File: src/rtl/alu_sequencer.sv
// Round-robin sequencer that shares one external combinational ALU between two requesters,
// holding operands for a fixed settle time and returning the captured result over valid/ready.
module alu_sequencer #(
  parameter int WIDTH         = 32,
  parameter int SETTLE_CYCLES = 2,
  parameter int CNT_WIDTH     = 16
) (
  input  logic                 clk,
  input  logic                 reset,
  input  logic [1:0]           req_valid,
  output logic [1:0]           req_ready,
  input  logic [5:0]           req_cmd,
  input  logic [2*WIDTH-1:0]   req_a,
  input  logic [2*WIDTH-1:0]   req_b,
  output logic [1:0]           rsp_valid,
  input  logic [1:0]           rsp_ready,
  output logic [WIDTH-1:0]     rsp_result,
  output logic [2:0]           rsp_flags,
  output logic [2:0]           alu_command,
  output logic [WIDTH-1:0]     alu_operandA,
  output logic [WIDTH-1:0]     alu_operandB,
  input  logic [WIDTH-1:0]     alu_result,
  input  logic                 alu_carryout,
  input  logic                 alu_zero,
  input  logic                 alu_overflow,
  output logic                 busy,
  output logic [CNT_WIDTH-1:0] op_count
);
  localparam int SW = $clog2(SETTLE_CYCLES + 1);

  typedef enum logic [1:0] {IDLE, EXEC, RESP} state_t;

  state_t           state_reg;
  logic             rr_ptr_reg;
  logic             owner_reg;
  logic [SW-1:0]    settle_cnt_reg;
  logic             grant;
  logic [2:0]       cmd_arr [2];
  logic [WIDTH-1:0] a_arr   [2];
  logic [WIDTH-1:0] b_arr   [2];

  for (genvar gi = 0; gi < 2; gi++) begin : g_unpack
    assign cmd_arr[gi] = req_cmd[gi*3 +: 3];
    assign a_arr[gi]   = req_a[gi*WIDTH +: WIDTH];
    assign b_arr[gi]   = req_b[gi*WIDTH +: WIDTH];
  end

  // A lone requester wins outright; the pointer only breaks ties.
  always_comb begin
    grant = rr_ptr_reg;
    if (req_valid == 2'b01)
      grant = 1'b0;
    else if (req_valid == 2'b10)
      grant = 1'b1;
  end

  always_comb begin
    req_ready = 2'b00;
    if (!reset && state_reg == IDLE && req_valid[grant])
      req_ready = grant ? 2'b10 : 2'b01;
  end

  assign busy = (state_reg != IDLE);

  always_ff @(posedge clk or posedge reset) begin
    if (reset) begin
      state_reg      <= IDLE;
      rr_ptr_reg     <= 1'b0;
      owner_reg      <= 1'b0;
      settle_cnt_reg <= '0;
      rsp_valid      <= 2'b00;
      rsp_result     <= '0;
      rsp_flags      <= 3'b000;
      alu_command    <= 3'b000;
      alu_operandA   <= '0;
      alu_operandB   <= '0;
      op_count       <= '0;
    end else begin
      case (state_reg)
        IDLE: begin
          if (|req_ready) begin
            alu_command    <= cmd_arr[grant];
            alu_operandA   <= a_arr[grant];
            alu_operandB   <= b_arr[grant];
            owner_reg      <= grant;
            rr_ptr_reg     <= ~grant;
            settle_cnt_reg <= SW'(SETTLE_CYCLES);
            state_reg      <= EXEC;
          end
        end
        EXEC: begin
          // Capture on the edge that closes the final settle cycle.
          if (settle_cnt_reg == SW'(1)) begin
            rsp_result <= alu_result;
            rsp_flags  <= {alu_overflow, alu_carryout, alu_zero};
            rsp_valid  <= owner_reg ? 2'b10 : 2'b01;
            state_reg  <= RESP;
          end else begin
            settle_cnt_reg <= settle_cnt_reg - SW'(1);
          end
        end
        RESP: begin
          if (rsp_ready[owner_reg]) begin
            rsp_valid <= 2'b00;
            op_count  <= op_count + CNT_WIDTH'(1);
            state_reg <= IDLE;
          end
        end
        default: state_reg <= IDLE;
      endcase
    end
  end
endmodule

File: config.mk
export PLATFORM = sky130hd
export DESIGN_NAME = alu_sequencer
export DESIGN_NICKNAME = d
export VERILOG_FILES = /design/src/rtl/alu_sequencer.sv
export SDC_FILE = /design/constraint.sdc
export NUM_CORES = 1
export LEC_CHECK = 0
export CORE_ASPECT_RATIO = 1.2
export CORE_UTILIZATION = 39
export DETAILED_ROUTE_END_ITERATION = 7
export MAX_ROUTING_LAYER = met4
export PLACE_DENSITY = 0.81
export SLEW_MARGIN = 30
export SYNTH_ARGS = -nofsm -noshare
export SYNTH_HDL_FRONTEND = slang
export SYNTH_SLANG_ARGS = --single-unit
File: constraint.sdc
create_clock -name clk -period 5.4 [get_ports clk]
set_clock_uncertainty 0.15 [all_clocks]
set_input_delay 1.08 -clock clk [delete_from_list [all_inputs] [get_ports clk]]
set_output_delay 1.08 -clock clk [all_outputs]
set_load 0.01 [all_outputs]
After elaboration in Yosys (flattened, before gate mapping)
Cells that the tools add are included.

word-level totals
  register bits after elaboration = 126
  bits of input ports = 175
  output and inout port bits = 123
  logic and storage cells = 68

operators by class
  $add $sub $neg = 2
  magnitude comparators = 3
  equal/unequal tests = 9
  multiplexer cells = 27
  bitwise logic cells = 2
  reduce and logical (&&, ||, !) cells = 14

operators by type and width
  kind                                                         count
  2-to-1 mux 32 bit                                            6
  2-to-1 mux 2 bit                                             9
  adder 16 x 1 -> 16 bit (second input constant)               1
  2-to-1 mux 3 bit                                             3
  AND reduction 3 bit                                          3
  one-hot mux 2 bit (2 select lines)                           2
  equality test 2 x 1 -> 1 bit (second input constant)         3
  2-to-1 mux 1 bit                                             6
  inequality test 2 bit (second input constant)                3
  one-hot mux 2 bit (3 select lines)                           1
  AND reduction 2 bit                                          3
  nonzero test 2 bit                                           3
  equality test 2 bit (second input constant)                  2
  less-than comparator 1 x 2 -> 1 bit (second input constant)  2
  greater-or-equal comparator 2 bit (second input constant)    1
  logical AND 1 bit                                            2
  logical NOT 2 bit                                            1
  inequality test 2 x 1 -> 1 bit (second input constant)       1
  NOT 1 -> 2 bit                                               1
  OR reduction 2 bit                                           1
  subtractor 2 x 1 -> 2 bit (second input constant)            1
  logical NOT 1 bit                                            1
  NOT 1 bit                                                    1

Logic depth before layout (Yosys ltp)
Gate-level depths: netlist (run 1).

  depth after elaboration = 10
  depth in mapped cells = 7
  depth with buffers taken out = 6

Least setup slack after synthesis (run 1)
No wires, ideal clock.

  kind = input to output
  start point = input req_valid[1]
  end point = output req_ready[1]
  arrival time = 2092 ps
  data required time = 4170 ps
  slack = 2078 ps
  stages on the path = 6
  buffers on the path = 3
  path through = inv_1 > maj3_1 > clkbuf_1 > buf_4 > buf_6 > nor2_1

between the ends
  cells in the longest elaborated chain, start to end = 7
  elaborated cells between the ends (all ways) = 9
  classes of those cells = eq/ne: 2; mux: 6; reduce/logical: 1

ends and longest elaborated chain
  element                                               line  text
  from (decl)                                           10    input logic [1:0] req_valid,
  equality test 2 bit                                   53    else if (req_valid == 2'b10)
  2-to-1 mux 1 bit                                      53
  2-to-1 mux 1 bit                                      51    if (req_valid == 2'b01)
  2-to-1 mux 1 bit (not written as such) (2 in series)  59    if (!reset && state_reg == IDLE && req_valid[grant])
  logical AND 1 bit                                     59
  2-to-1 mux 2 bit (*)                                  59
  to (decl)                                             11    output logic [1:0] req_ready,

Mark *: on every way between the ends. The rest lies on a longest branch, timed or not. The select of a mux whose other input is x is not followed.

Worst setup path in the final report (run 1)
  start point = input reset
  end point = output req_ready[1]

between the ends
  cells in the longest elaborated chain, start to end = 4

ends and longest elaborated chain
  element                          line  text
  from (decl)                      9     input logic reset,
  logical NOT 1 bit (no line)      -
  logical AND 1 bit (2 in series)  59
  2-to-1 mux 2 bit                 59

No other way between the ends.

==> qor.csv, run 1 <==
metric,value,unit
ios,298,
synth_adder_area_share,0.645,%
final_cell_mix,"clkdlybuf4s50_1, dfrtp_1, nor2_1, a21oi_1, mux2i_1",
drv_slew,0,
fin_cells,938,
grt_pass1_vias,4864,
max_cap_violations,0,
cp.required,4170,ps
post_cts_buffers,0,
path_max_fanout,6,
syn_nets,639,
crit_family,buffers and inverters,
drive_gt1_share,10.3,%
hpwl,11.7,mm
ys_warn_count,0,
slew_headroom,38.4,%
muxShareOfSynthArea,20.1,%
track_usage,22.8,%
syn_area_per_cell,11.8,sq um
seq_area,0.00315,sq mm
synth_compound_area_share,6.89,%
area_growth,69.2,%
final_common_cell,clkdlybuf4s50_1,
grt_max_degree,99,
tightest_slew,925,ps
cts_max_path_buffers,2,
io_buffers,297,
first_pass_iters,4,
dieArea,0.0144,sq mm
n_antenna_cell,0,
mappedNetlistArea,0.00543,sq mm
vias_per_cell,4.87,
clock_sinks,126,
layout_min_cycle_time,4120,ps
fin_crit_sh,76.3,%
crit_chain,clkdlybuf4s50_1 > or3_1 > nor2_1 > clkdlybuf4s50_1,
cts_hold_buf,0,
multi_input_area,0.00213,sq mm
setup_violations,0,
clkTransAtPathRegs,50,ps
path_class,input pin to output pin,
cp.arrival,2890,ps
cts_buffers,17,
cpPeakStageDelay,590,ps
synth_xor_area_share,2.42,%
status,"finished, final reports clean",
synth_top_family_by_area,multiplexers,
top_regs,"alu_operandA: 32 flops, alu_operandB: 32 flops, rsp_result: 32 flops",
synth_seq_area_share,58.1,%
cts_resized,0,
cpMaxStageDelayCell,clkdlybuf4s50_1,
detail_route.wl_per_cell,16.5,microns
insertion_delay,410,ps
cp.buffers_inverters,2,
grt_pass1_wl,23.9,mm
initialDrtViolationCount,165,
vias,4571,
start_kind,input pin,
core,0.0134,sq mm
initial_core_util,40.5,%
ir_drop,277,uV
row_count,46,
tns,0,ps
cts_tree,done,
layout.nets,934,
die-width,110,microns
gr-total-overflow,0,
drc,0,
cts-root-buf,clkbuf_16,
min_path_type,flip-flop to flip-flop,
fp.dieH,131,microns
htree_levels,4,
finalHoldViolCount,0,
power_density,536,mW/mm^2
grt_setup_unrepaired,false,
ant_nets,0,
place_congestion,0.798,
dp_cells,906,
leakage,3.90,nW
nFillCells,1009,
antenna_found_initial,0,
crit_top_cell,clkdlybuf4s50_1,
worstSetupEndpointType,output pin,
synthCells,462,
routed_wl,15.5,mm
synth-seq-cells,126,
timing.fmax,243,MHz
yosys.area_share.simple,8.99,%
synth_cell_type_count,32,
-- logic make-up after synthesis --
family	Yosys count
DFF	126
AOI/OAI and AO/OA	74
buffers and inverters	32
xor gates and xnor gates	15
adders and majority gates	3
and+or+nand+nor	108
muxes	104
-- where the power goes --
group	switching (mW)	internal [mW]	leakage, nW
registers	0.239	1.37	1.45
logic	0.880	1.18	2.12
clock network	0.406	0.853	0.323
total	1.52	3.40	3.90
-- Yosys cell counts --
| master | instances | area (sq um) |
|---|---|---|
| a21oi_1 | 69 | 345 |
| a31oi_1 | 1 | 6.26 |
| and2_1 | 1 | 6.26 |
| and3_1 | 1 | 6.26 |
| and4_1 | 3 | 26.3 |
| buf_2 | 22 | 110 |
| buf_4 | 1 | 7.51 |
| buf_6 | 1 | 11.3 |
| clkbuf_1 | 3 | 11.3 |
| dfrtp_1 | 126 | 3150 |
| ha_1 | 2 | 25.0 |
| inv_1 | 5 | 18.8 |
| maj3_1 | 1 | 10.0 |
| mux2_2 | 36 | 405 |
| mux2i_1 | 67 | 671 |
| mux2i_2 | 1 | 13.8 |
| nand2_1 | 12 | 45.0 |
| nand2b_1 | 1 | 6.26 |
| nand3_1 | 6 | 30.0 |
| nand3b_1 | 1 | 7.51 |
| nand4_1 | 1 | 6.26 |
| nand4b_1 | 1 | 8.76 |
| nor2_1 | 73 | 274 |
| nor3_1 | 3 | 15.0 |
| nor3_2 | 2 | 20.0 |
| nor4b_4 | 1 | 23.8 |
| o21ai_0 | 2 | 10.0 |
| o22ai_1 | 2 | 12.5 |
| or2_1 | 1 | 6.26 |
| or3_1 | 1 | 6.26 |
| xnor2_1 | 8 | 70.1 |
| xor2_1 | 7 | 61.3 |
-- through the flow --
step                power [mW]  hold WS [ps]  cell area, sq um  worst slack (ps)  utilization (%)
floorplan                 2.54           316              5430               814                -
global placement          3.62           314              8530              1280             63.6
detailed placement        3.69           325              8530              1260             63.6
CTS                       4.97           336              9190              1250             68.5
global route              5.20           362              9190              1170             68.5
finish                    4.92           328              9190              1280             68.5
-- worst reg2reg max path, stage by stage (launching register included) --
cell     delay [ps]
dfrtp_1         420
or2_1           310
nor3_4          130
buf_4           350
buf_4           740
nor2_1          180
a21oi_1         170
-- worst paths after layout --
check                           slack [ps]    startpoint  cells after the start          endpoint
worst max-delay path                  1280         reset                      4      req_ready[1]
min in group asynchronous             1120         reset                      2  alu_operandA[26]
worst max register to register        2870  state_reg[0]                      6  alu_operandA[31]
worst min register to register         330  op_count[15]                      1      op_count[15]
max in group asynchronous             3150         reset                      3   alu_operandA[8]
worst min-delay path                   330  op_count[15]                      1      op_count[15]
-- routing by layer --
layer  vias to the layer above  wire [microns]  share of wire [%]  track usage, %
li1                       2194               -                  -               -
met1                      2142            5670                 37            23.0
met2                       201            8180                 53            39.8
met3                        34            1180                7.6            6.70
met4                         0             439                2.8            10.3
met5                         -               0                  0               -
-- area by class of cell --
type	count	area share [%]
sequential	126	34.3
inverter	5	0.259
multi-input combinational	304	23.2
timing repair buffer	303	32.8
tap	168	2.29
clock buffer	21	5.12
clock inverter	11	2.03
Note: power is estimated with default switching activity, not from simulation.
==> run 2, diff against run 1 <==
==> constraint.sdc (replaced) <==
create_clock -name clk -period 3.8 [get_ports clk]
set_clock_uncertainty 0.15 [all_clocks]
set_input_delay 0.76 -clock clk [delete_from_list [all_inputs] [get_ports clk]]
set_output_delay 0.76 -clock clk [all_outputs]
set_load 0.01 [all_outputs]
==> qor.csv, run 2 (same netlist as run 1, synthesis figures left out) <==
metric,value,unit,change
status,"finished, final reports clean",,
grt_pass1_vias,5069,,+4.2%
top_layer_used,met4,,
p_int,4.66,mW,+37%
ant_nets,0,,unchanged
tns,0,ps,unchanged
layout.nets,935,,+0.11%
timing.fmax,289,MHz,
grt_pass1_wl,24.7,mm,+3.4%
clkTransAtPathRegs,60,ps,about the same
wl_met2,8.55,mm,+4.5%
drive_gt1_share,10.1,%,-0.13 points
dp_slack,342,ps,-917 ps
fin_cells,939,,+0.11%
drc,0,,unchanged
start_kind,input pin,,
setup_violations,0,,unchanged
first_pass_iters,4,,unchanged
fp.dieH,131,microns,unchanged
cp.required,2890,ps,-1280 ps
cts_resized,0,,unchanged
grt_max_degree,91,,-8.1%
grt_setup_unrepaired,false,,
row_count,46,,unchanged
path_class,input pin to output pin,,
cts_max_path_buffers,2,,unchanged
ios,298,,unchanged
cp.buffers_inverters,2,,unchanged
insertion_delay,410,ps,about the same
track_usage,23.4,%,+0.58 points
area_growth,68.2,%,
ir_drop,481,uV,+74%
met1_length,5.64,mm,-0.67%
final_util,68.1,%,-0.41 points
drv_slew,0,,unchanged
cts_tree,done,,
slew_headroom,44.8,%,+6.4 points
dieArea,0.0144,sq mm,unchanged
worstSetupEndpointType,output pin,,
placed_area,0.00854,sq mm,+0.10%
seqPwrFrac,33.4,%,+0.8 points
die-width,110,microns,unchanged
power_density,753,mW/mm^2,+40%
fin_area,0.00914,sq mm,-0.60%
switching_share,32.2,%,+1.2 points
cp.arrival,2550,ps,-340 ps
htree_levels,4,,unchanged
post_cts_buffers,0,,unchanged
timing.final.ws_setup,341,ps,-938 ps
tightest_slew,828,ps,-96.3 ps
hpwl,12.1,mm,+3.4%
worst_hold_slack,332,ps,+4.03 ps
crit_top_cell,clkdlybuf4s50_1,,
max_cap_violations,0,,unchanged
fin_crit_sh,91.0,%,
final_common_cell,clkdlybuf4s50_1,,
crit_family,buffers and inverters,,
crit_chain,clkdlybuf4s50_1 > or3_1 > nor2_1 > clkdlybuf4s50_1,,
cts_buffers,17,,unchanged
min_path_type,flip-flop to flip-flop,,
path_max_fanout,6,,unchanged
top_regs,"alu_operandA: 32 flops, alu_operandB: 32 flops, rsp_result: 32 flops",,
clock_sinks,126,,unchanged
pwr-share-clk,23.6,%,-2.0 points
cpMaxStageDelayCell,clkdlybuf4s50_1,,
dr_wl_met3,1.22,mm,+3.8%
final_cell_mix,"clkdlybuf4s50_1, dfrtp_1, nor2_1, a21oi_1, mux2i_1",,
cpPeakStageDelay,590,ps,about the same
detail_route.wl_per_cell,16.9,microns,+2.7%
p_comb_share,43.0,%,+1.2 points
io_buffers,297,,unchanged
cts_hold_buf,0,,unchanged
core,0.0134,sq mm,unchanged
initial_core_util,40.5,%,unchanged
place_congestion,0.773,,-3.1%
layout_min_cycle_time,3460,ps,
gr-total-overflow,0,,unchanged
dp_cells,907,,+0.11%
vias,4655,,+1.8%
p_sw,2.21,mW,+45%
vias_per_cell,4.96,,+1.7%
routed_wl,15.9,mm,+2.8%
p_total,6.88,mW,+40%
cts-root-buf,clkbuf_16,,
antenna_found_initial,1,,+1
initialDrtViolationCount,123,,-25%
finalHoldViolCount,0,,unchanged
leakage,3.86,nW,-0.91%
==> run 2: changes by cell type in the layout (fill, tap and decap cells not counted) <==
cell        previous run  this run
buf_6                  0         1
bufinv_16              5         3
clkbuf_1               1         2
clkbuf_8               3         1
clkinv_4               1         2
clkinvlp_4             1         3
diode_2                0         1
inv_6                  1         0
==> run 2: cell type report <==
type                            instances  area (sq um)
Timing Repair Buffer                  304          3030
Clock inverter                         11           143
Clock buffer                           20           447
Inverter                                5          22.5
Sequential cell                       126          3150
Tap cell                              168           210
Antenna cell                            1          2.50
Multi-Input combinational cell        304          2130
Fill cell                            1042          4280
==> run 2: final timing paths <==
| check | start | to | slack (ps) | cells past startpoint |
|---|---|---|---|---|
| max | reset | req_ready[1] | 340 | 4 |
| min | op_count[15] | op_count[15] | 330 | 1 |
| max reg2reg | state_reg[0] | alu_operandA[9] | 1220 | 5 |
| min reg2reg | op_count[15] | op_count[15] | 330 | 1 |
| max in group asynchronous | reset | alu_operandA[4] | 2130 | 3 |
| min in group asynchronous | reset | op_count[0] | 890 | 3 |
==> run 2: layer usage <==
| layer | vias to the layer above | GRT usage (%) |
|---|---|---|
| li1 | 2200 | - |
| met1 | 2201 | 23.2 |
| met2 | 211 | 41.4 |
| met3 | 43 | 6.40 |
| met4 | 0 | 11.0 |
| met5 | - | - |
==> run 2: power by group through the flow <==
| stage | sequential [mW] | combinational [mW] | clock, mW |
|---|---|---|---|
| detailed placement | 2.31 | 2.98 | 0 |
| global route | 2.36 | 3.19 | 1.71 |
| floorplan | 2.53 | 1.08 | 0 |
| CTS | 2.30 | 2.99 | 1.66 |
| global placement | 2.26 | 2.90 | 0 |
| finish | 2.29 | 2.96 | 1.62 |
==> run 3, diff against run 2 <==
--- a/config.mk
+++ b/config.mk
@@ -7,10 +7,11 @@
 export LEC_CHECK = 0
 export CORE_ASPECT_RATIO = 1.2
 export CORE_UTILIZATION = 39
+export CTS_CLUSTER_DIAMETER = 40
 export DETAILED_ROUTE_END_ITERATION = 7
 export MAX_ROUTING_LAYER = met4
 export PLACE_DENSITY = 0.81
-export SLEW_MARGIN = 30
+export SLEW_MARGIN = 5
 export SYNTH_ARGS = -nofsm -noshare
 export SYNTH_HDL_FRONTEND = slang
 export SYNTH_SLANG_ARGS = --single-unit
==> qor.csv, run 3 (same netlist as run 1, synthesis figures left out) <==
metric,value,unit,change
ir_drop,481,uV,about the same
area_growth,68.2,%,about the same
dp_slack,342,ps,unchanged
fin_crit_sh,90.9,%,-0.13 points
seqPwrFrac,33.4,%,about the same
final_util,68.1,%,about the same
ant_nets,0,,unchanged
grt_pass1_vias,5069,,unchanged
status,"finished, final reports clean",,
crit_family,buffers and inverters,,
cp.arrival,2540,ps,about the same
initialDrtViolationCount,120,,-2.4%
final_cell_mix,"clkdlybuf4s50_1, dfrtp_1, nor2_1, a21oi_1, mux2i_1",,
vias_per_cell,4.96,,+0.15%
antenna_found_initial,1,,unchanged
timing.final.ws_setup,345,ps,+4.77 ps
fp.dieH,131,microns,unchanged
p_total,6.87,mW,about the same
power_density,753,mW/mm^2,about the same
cp.buffers_inverters,2,,unchanged
hpwl,12.1,mm,unchanged
detail_route.wl_per_cell,16.9,microns,about the same
track_usage,23.4,%,unchanged
switching_share,32.2,%,about the same
drive_gt1_share,10.1,%,unchanged
grt_max_degree,91,,unchanged
post_cts_buffers,0,,unchanged
core,0.0134,sq mm,unchanged
worstSetupEndpointType,output pin,,
row_count,46,,unchanged
drc,0,,unchanged
tns,0,ps,unchanged
clkTransAtPathRegs,60,ps,about the same
vias,4662,,+0.15%
cts_tree,done,,
fin_cells,939,,unchanged
place_congestion,0.773,,unchanged
setup_violations,0,,unchanged
cpMaxStageDelayCell,clkdlybuf4s50_1,,
first_pass_iters,6,,+2
routed_wl,15.9,mm,about the same
top_regs,"alu_operandA: 32 flops, alu_operandB: 32 flops, rsp_result: 32 flops",,
drv_slew,0,,unchanged
cp.required,2890,ps,about the same
p_comb_share,43.0,%,about the same
die-width,110,microns,unchanged
gr-total-overflow,0,,unchanged
grt_pass1_wl,24.7,mm,unchanged
cts_max_path_buffers,2,,unchanged
slew_headroom,37.0,%,-7.8 points
placed_area,0.00854,sq mm,unchanged
path_class,input pin to output pin,,
clock_sinks,126,,unchanged
pwr-share-clk,23.6,%,about the same
min_path_type,flip-flop to flip-flop,,
insertion_delay,410,ps,about the same
cpPeakStageDelay,590,ps,about the same
p_int,4.66,mW,about the same
htree_levels,4,,unchanged
cts_resized,0,,unchanged
layout.nets,935,,unchanged
crit_chain,clkdlybuf4s50_1 > nor2_1 > or3_1 > nor2_1 > clkdlybuf4s50_1,,
timing.fmax,289,MHz,+0.14%
final_common_cell,clkdlybuf4s50_1,,
leakage,3.86,nW,about the same
dieArea,0.0144,sq mm,unchanged
start_kind,input pin,,
max_cap_violations,0,,unchanged
tightest_slew,946,ps,+117 ps
grt_setup_unrepaired,false,,
cts_buffers,17,,unchanged
io_buffers,297,,unchanged
cts_hold_buf,0,,unchanged
dp_cells,907,,unchanged
path_max_fanout,6,,unchanged
initial_core_util,40.5,%,unchanged
layout_min_cycle_time,3450,ps,-4.77 ps
ios,298,,unchanged
fin_area,0.00913,sq mm,about the same
p_sw,2.21,mW,about the same
cts-root-buf,clkbuf_16,,
worst_hold_slack,332,ps,+0.00100 ps
finalHoldViolCount,0,,unchanged
-- run 3: area by class of cell --
type                       count  area, sq um
sequential                   126         3150
clock buffer                  20          447
multi-input combinational    304         2130
fill                        1044         4280
tap                          168          210
clock inverter                11          143
inverter                       5         22.5
timing repair buffer         304         3030
antenna                        1         2.50
-- run 3: final timing paths --
| path | start | end | slack (ps) | cells past startpoint |
|---|---|---|---|---|
| max | req_valid[0] | req_ready[1] | 350 | 5 |
| max reg2reg | state_reg[0] | alu_operandA[9] | 1220 | 5 |
| max in group asynchronous | reset | alu_operandA[4] | 1880 | 3 |
| min reg2reg | op_count[15] | op_count[15] | 330 | 1 |
| min in group asynchronous | reset | op_count[0] | 870 | 3 |
| min | op_count[15] | op_count[15] | 330 | 1 |
-- run 3: per-layer routing --
layer  vias up  routed length, microns  GRT usage [%]
met5         -                       0              -
met4         0                     514           11.0
met3        45                    1210           6.40
met2       211                    8510           41.4
met1      2205                    5670           23.2
li1       2201                       -              -
-- run 3: power by group through the flow --
stage	Clock [mW]	Sequential [mW]	Combinational, mW
after floorplan	0	2.53	1.08
after global placement	0	2.26	2.90
after detailed placement	0	2.31	2.98
after CTS	1.66	2.30	2.99
after global routing	1.71	2.36	3.19
final	1.63	2.29	2.96
